[src/rtl/vga_arb_pkg.sv]
// Shared types and default geometry for the VGA VRAM arbiter slice.
package vga_arb_pkg;

   localparam int unsigned VRAM_AW = 13;
   localparam int unsigned VRAM_DW = 8;

   typedef enum logic [1:0] {
      GNT_NONE = 2'd0,
      GNT_DISP = 2'd1,
      GNT_WR   = 2'd2
   } gnt_t;

   typedef struct packed {
      logic [VRAM_AW-1:0] addr;
      logic [VRAM_DW-1:0] data;
   } vram_wr_t;

endpackage

[src/rtl/vga_wr_fifo.sv]
// Host write FIFO for the VRAM arbiter; power-of-2 depth, extra pointer MSB
// distinguishes full from empty. Push is ignored when full, pop when empty.
module vga_wr_fifo #(
   parameter int unsigned DEPTH = 8,
   parameter int unsigned W     = 21
) (
   input  logic                     clk,
   input  logic                     rst,
   input  logic                     push,
   input  logic [W-1:0]             din,
   input  logic                     pop,
   output logic [W-1:0]             dout,
   output logic                     full,
   output logic                     empty,
   output logic [$clog2(DEPTH):0]   level
);

   localparam int unsigned PW = $clog2(DEPTH);

   logic [PW:0]  wr_ptr;
   logic [PW:0]  rd_ptr;
   logic [W-1:0] mem [DEPTH];
   logic         do_push;
   logic         do_pop;

   assign do_push = push && !full;
   assign do_pop  = pop && !empty;

   always_ff @(posedge clk or negedge rst) begin
      if (!rst) begin
         wr_ptr <= '0;
         rd_ptr <= '0;
      end else begin
         if (do_push) wr_ptr <= wr_ptr + 1'b1;
         if (do_pop)  rd_ptr <= rd_ptr + 1'b1;
      end
   end

   always_ff @(posedge clk) begin
      if (do_push) mem[wr_ptr[PW-1:0]] <= din;
   end

   assign dout  = mem[rd_ptr[PW-1:0]];
   assign empty = (wr_ptr == rd_ptr);
   assign full  = (wr_ptr[PW] != rd_ptr[PW]) && (wr_ptr[PW-1:0] == rd_ptr[PW-1:0]);
   assign level = wr_ptr - rd_ptr;

endmodule

[src/rtl/vga_vram_arbiter.sv]
// Single-port VRAM arbiter: display reads always win, buffered host writes
// drain on idle (blanking) cycles. Define VGA_ARB_STATS_EN for stall/drain counters.
module vga_vram_arbiter
   import vga_arb_pkg::*;
#(
   parameter int unsigned AW         = VRAM_AW,
   parameter int unsigned DW         = VRAM_DW,
   parameter int unsigned FIFO_DEPTH = 8
) (
   input  logic                          clk,
   input  logic                          rst,
   input  logic                          disp_req,
   input  logic [AW-1:0]                 disp_addr,
   output logic [DW-1:0]                 disp_rdata,
   output logic                          disp_rvalid,
   input  logic                          wr_valid,
   output logic                          wr_ready,
   input  logic [AW-1:0]                 wr_addr,
   input  logic [DW-1:0]                 wr_data,
   output logic [AW-1:0]                 ram_addr,
   output logic [DW-1:0]                 ram_wdata,
   output logic                          ram_we,
   input  logic [DW-1:0]                 ram_rdata,
   output logic [$clog2(FIFO_DEPTH):0]   fifo_level
`ifdef VGA_ARB_STATS_EN
   ,
   output logic [15:0]                   stall_cnt,
   output logic [15:0]                   drain_cnt
`endif
);

   typedef struct packed {
      logic [AW-1:0] addr;
      logic [DW-1:0] data;
   } wr_entry_t;

   gnt_t          gnt_d;
   gnt_t          gnt_q;
   wr_entry_t     wr_in;
   wr_entry_t     head;
   logic          fifo_full;
   logic          fifo_empty;
   logic          fifo_pop;
   logic [AW-1:0] addr_q;
   logic [DW-1:0] wdata_q;

   assign wr_in    = '{addr: wr_addr, data: wr_data};
   assign wr_ready = !fifo_full;

   vga_wr_fifo #(
      .DEPTH (FIFO_DEPTH),
      .W     (AW + DW)
   ) u_fifo (
      .clk   (clk),
      .rst   (rst),
      .push  (wr_valid && wr_ready),
      .din   (wr_in),
      .pop   (fifo_pop),
      .dout  (head),
      .full  (fifo_full),
      .empty (fifo_empty),
      .level (fifo_level)
   );

   // RAM port follows the grant combinationally; idle cycles replay the last address/data
   always_comb begin
      gnt_d     = GNT_NONE;
      ram_addr  = addr_q;
      ram_wdata = wdata_q;
      ram_we    = 1'b0;
      fifo_pop  = 1'b0;
      if (disp_req) begin
         gnt_d    = GNT_DISP;
         ram_addr = disp_addr;
      end else if (!fifo_empty) begin
         gnt_d     = GNT_WR;
         ram_addr  = head.addr;
         ram_wdata = head.data;
         ram_we    = 1'b1;
         fifo_pop  = 1'b1;
      end
   end

   always_ff @(posedge clk or negedge rst) begin
      if (!rst) begin
         gnt_q   <= GNT_NONE;
         addr_q  <= '0;
         wdata_q <= '0;
      end else begin
         gnt_q   <= gnt_d;
         addr_q  <= ram_addr;
         wdata_q <= ram_wdata;
      end
   end

   // The RAM has one cycle of read latency, so last cycle's display grant marks valid data now
   assign disp_rvalid = (gnt_q == GNT_DISP);
   assign disp_rdata  = ram_rdata;

`ifdef VGA_ARB_STATS_EN
   always_ff @(posedge clk or negedge rst) begin
      if (!rst) begin
         stall_cnt <= '0;
         drain_cnt <= '0;
      end else begin
         if (wr_valid && !wr_ready && (stall_cnt != '1)) stall_cnt <= stall_cnt + 16'd1;
         if ((gnt_d == GNT_WR) && (drain_cnt != '1))     drain_cnt <= drain_cnt + 16'd1;
      end
   end
`endif

endmodule

[config.mk]
export PLATFORM = sky130hd
export DESIGN_NAME = vga_vram_arbiter
export DESIGN_NICKNAME = d
export VERILOG_FILES = /design/src/rtl/vga_arb_pkg.sv /design/src/rtl/vga_wr_fifo.sv /design/src/rtl/vga_vram_arbiter.sv
export SDC_FILE = /design/constraint.sdc
export NUM_CORES = 1
export LEC_CHECK = 0
export BUFFER_PORTS_ARGS = -buffer_cell sky130_fd_sc_hd__buf_2
export CORE_MARGIN = 2
export CORE_UTILIZATION = 40
export CTS_BUF_LIST = sky130_fd_sc_hd__clkbuf_8
export DETAILED_ROUTE_END_ITERATION = 16
export HOLD_SLACK_MARGIN = 0.08
export PLACE_DENSITY = 0.63
export SETUP_SLACK_MARGIN = 0.05
export SLEW_MARGIN = 40
export SYNTH_ARGS = -nofsm -noshare
export SYNTH_HDL_FRONTEND = slang
export SYNTH_SLANG_ARGS = --single-unit
[constraint.sdc]
create_clock -name clk -period 3.5 [get_ports clk]
set_clock_uncertainty 0.15 [all_clocks]
set_input_delay 0.7 -clock clk [delete_from_list [all_inputs] [get_ports clk]]
set_output_delay 0.7 -clock clk [all_outputs]
set_load 0.03 [all_outputs]
==> results.cfg <==
[run_status]
outcome = completed

[worst_setup_path]
critPathMaxStageDelay_ns = 0.50
crit_family = flip-flops
startpoint_type = flop
r2r_cells = 6
startpoint = u_fifo.wr_ptr[2]
crit_fanout = 13
worstReg2RegStart = u_fifo.wr_ptr[2]
worstPathArrival_ns = 2.46
required_ns = 2.65
end_kind = output port
crit_chain = ha_1 -> nand3_1 -> nor3_2 -> buf_4 -> a22oi_1 -> o21ai_1 -> buf_2
critical_path_depth = 7
cp-endpoint = ram_addr[1]
worstSetupPathType = reg -> out
rrSetupSlack_ns = 0.74
path_buf_inv = 2
r2r_end = u_fifo.mem[2][19]
slowest_stage = dfrtp_1

[routing]
viasPerCell = 5.15
drc = 0
initialDrtViolationCount = 259
wirelength_um = 15000
post_drt_wl_per_cell_um = 20.0
ant_nets = 0
vias = 3859
drt-pass1-iter-count = 4

[global_route]
antenna_found_initial = 1
grt_pass1_vias = 3919
grt_overflow = 0
grt_max_degree = 46
track_usage = 0.152
grt_pass1_wl_um = 22700

[sta]
fmax_mhz = 302
tns_ns = 0
rsz0062_at_grt = false
drv_slew = 0
period_share = 0.946
worst_slew_pin_slew_ns = 0.561
final_hold_viol_count = 0
setup_violations = 0
maxSlewHeadroom = 0.626
layout_min_cycle_time_ns = 3.31

[logic_synthesis]
synth_flop_cell = edfxtp_1
avgSynthCellArea_um2 = 20.0
synth_cells = 392
yosys_register_bits = 199
synthesis.area_um2 = 7830
syn_nets = 444
synth-seq-area-share = 0.744
yosys.cell_types.count = 37
synth_warnings = 0
synth-edff-count = 168
async_flop_share = 0.156

[layout]
layout.nets = 522
layout-drive-gt1-share = 0.321
fillers = 1618
multi_input_area_um2 = 1810
stdcell_count = 749
seq_area_um2 = 5820
area_growth_pct = 14.0

[floorplanning]
num_rows = 51
initial_utilization = 0.405
fp.dieH_um = 144
dieArea_um2 = 20700
pin_count = 82
core-area_um2 = 19300
die_w_um = 144

[clock_tree]
post_cts_buffers = 0
worstSkewPairLatency_ns = 0.45
cts.sinks = 199
cts_tree = done
path_clk_slew_ns = 0.10
htree_levels = 4
cts_buffer_depth = 2
cts_root_buffer = clkbuf_8
numCtsBuffers = 17

[placement]
dp.cells = 715
gp_congestion = 0.811
dp_hpwl_um = 9370
io_buffers = 65

[flow_run]
drv_cap = 0

[power]
p_leak_nw = 3.16
irDropWorstVdd_mv = 0.436
power.density_nw_per_um2 = 842

[worst_hold_path]
min_path_type = in -> reg
[Yosys cell counts, types with 6 or more instances]
library cell	count	share of area
a31oi_1	8	0.0064
buf_2	10	0.0064
edfxtp_1	168	0.64
mux2i_1	13	0.017
mux4_1	15	0.050
o21ai_1	14	0.0090
dfrtp_1	31	0.099
xnor2_1	7	0.0078
nand2_1	25	0.012
nor2_1	13	0.0062
inv_1	6	0.0029
a22oi_1	13	0.012
mux4_2	27	0.078
buf_4	8	0.0077
[area by class of cell]
type / count / area share
antenna: 1 / 0.000280
multi-input combinational: 159 / 0.203
sequential: 199 / 0.652
inverter: 9 / 0.00407
clock inverter: 15 / 0.0172
tap: 265 / 0.0372
timing repair buffer: 84 / 0.0600
clock buffer: 17 / 0.0262
[repair_timing]
action,in CTS,in global routing
setup endpoints to repair,0,8
endpoints found under the hold margin,0,31
gates resized for setup,0,2
hold buffers,0,1
[worst register-to-register path: stages (launching register included)]
cell and delay (ns):
dfrtp_1 0.54, ha_1 0.34, nand3_1 0.23, o21a_1 0.23, nand2_1 0.22, nor2_2 0.50
buf_12 0.25
[per-layer routing]
metal,wire length [um],vias up,GRT usage
met4,228,0,0.0444
met1,6320,2005,0.196
met2,7710,112,0.253
met3,748,23,0.0433
met5,0,-,0
li1,-,1719,-
[state kept, by name (all words and copies together) (netlist names)]
register	count
wdata_q	8
u_fifo.rd_ptr	4
addr_q	13
u_fifo.wr_ptr	4
gnt_q	2
u_fifo.mem	168
[kinds of logic after synthesis]
family,Yosys count,synth area share
AO/OA/AOI/OAI,41,0.0331
AND/OR/NAND/NOR,48,0.0262
buffers and inverters,34,0.0296
flip-flops,199,0.744
adder cells (fa/ha/maj),6,0.0106
XOR/XNOR,9,0.0120
multiplexers,55,0.145
[worst min path at each step]
stage,startpoint,to,slack (ns),cells after the start
after floorplan,rst,addr_q[0],0.25,0
after global placement,addr_q[8],addr_q[8],0.35,2
after detailed placement,addr_q[4],addr_q[4],0.36,2
after CTS,rst,wdata_q[1],0.17,1
after global routing,wr_addr[2],u_fifo.mem[0][10],0.33,1
final,wr_addr[5],u_fifo.mem[1][13],0.35,1
[power breakdown]
part | switching (mW) | internal [mW]
Clock | 0.779 | 0.640
Sequential | 0.161 | 3.06
Combinational | 1.78 | 1.10
Total | 2.72 | 4.80
[cell usage in the layout, fill, tap and decap left out, types with 13 or more instances in the layout]
cell and n:
dfrtp_1 30, clkbuf_8 17, buf_2 64, a22oi_1 13, mux2i_1 13, mux4_1 15, o21ai_1 14, edfxtp_1 168
buf_4 14, nand2_1 25, mux4_2 27
[per-stage QoR]
stage	cell area [um^2]	hold WS (ns)	total power [mW]	worst slack (ns)	util
floorplan	7840	0.254	5.34	0.129	-
global placement	8520	0.353	6.12	0.679	0.441
detailed placement	8520	0.355	6.18	0.652	0.441
CTS	8910	0.169	7.59	0.132	0.461
global route	8920	0.334	7.89	0.0388	0.461
finish	8920	0.354	7.51	0.187	0.462
No activity file was read; power rests on OpenSTA's default activity.
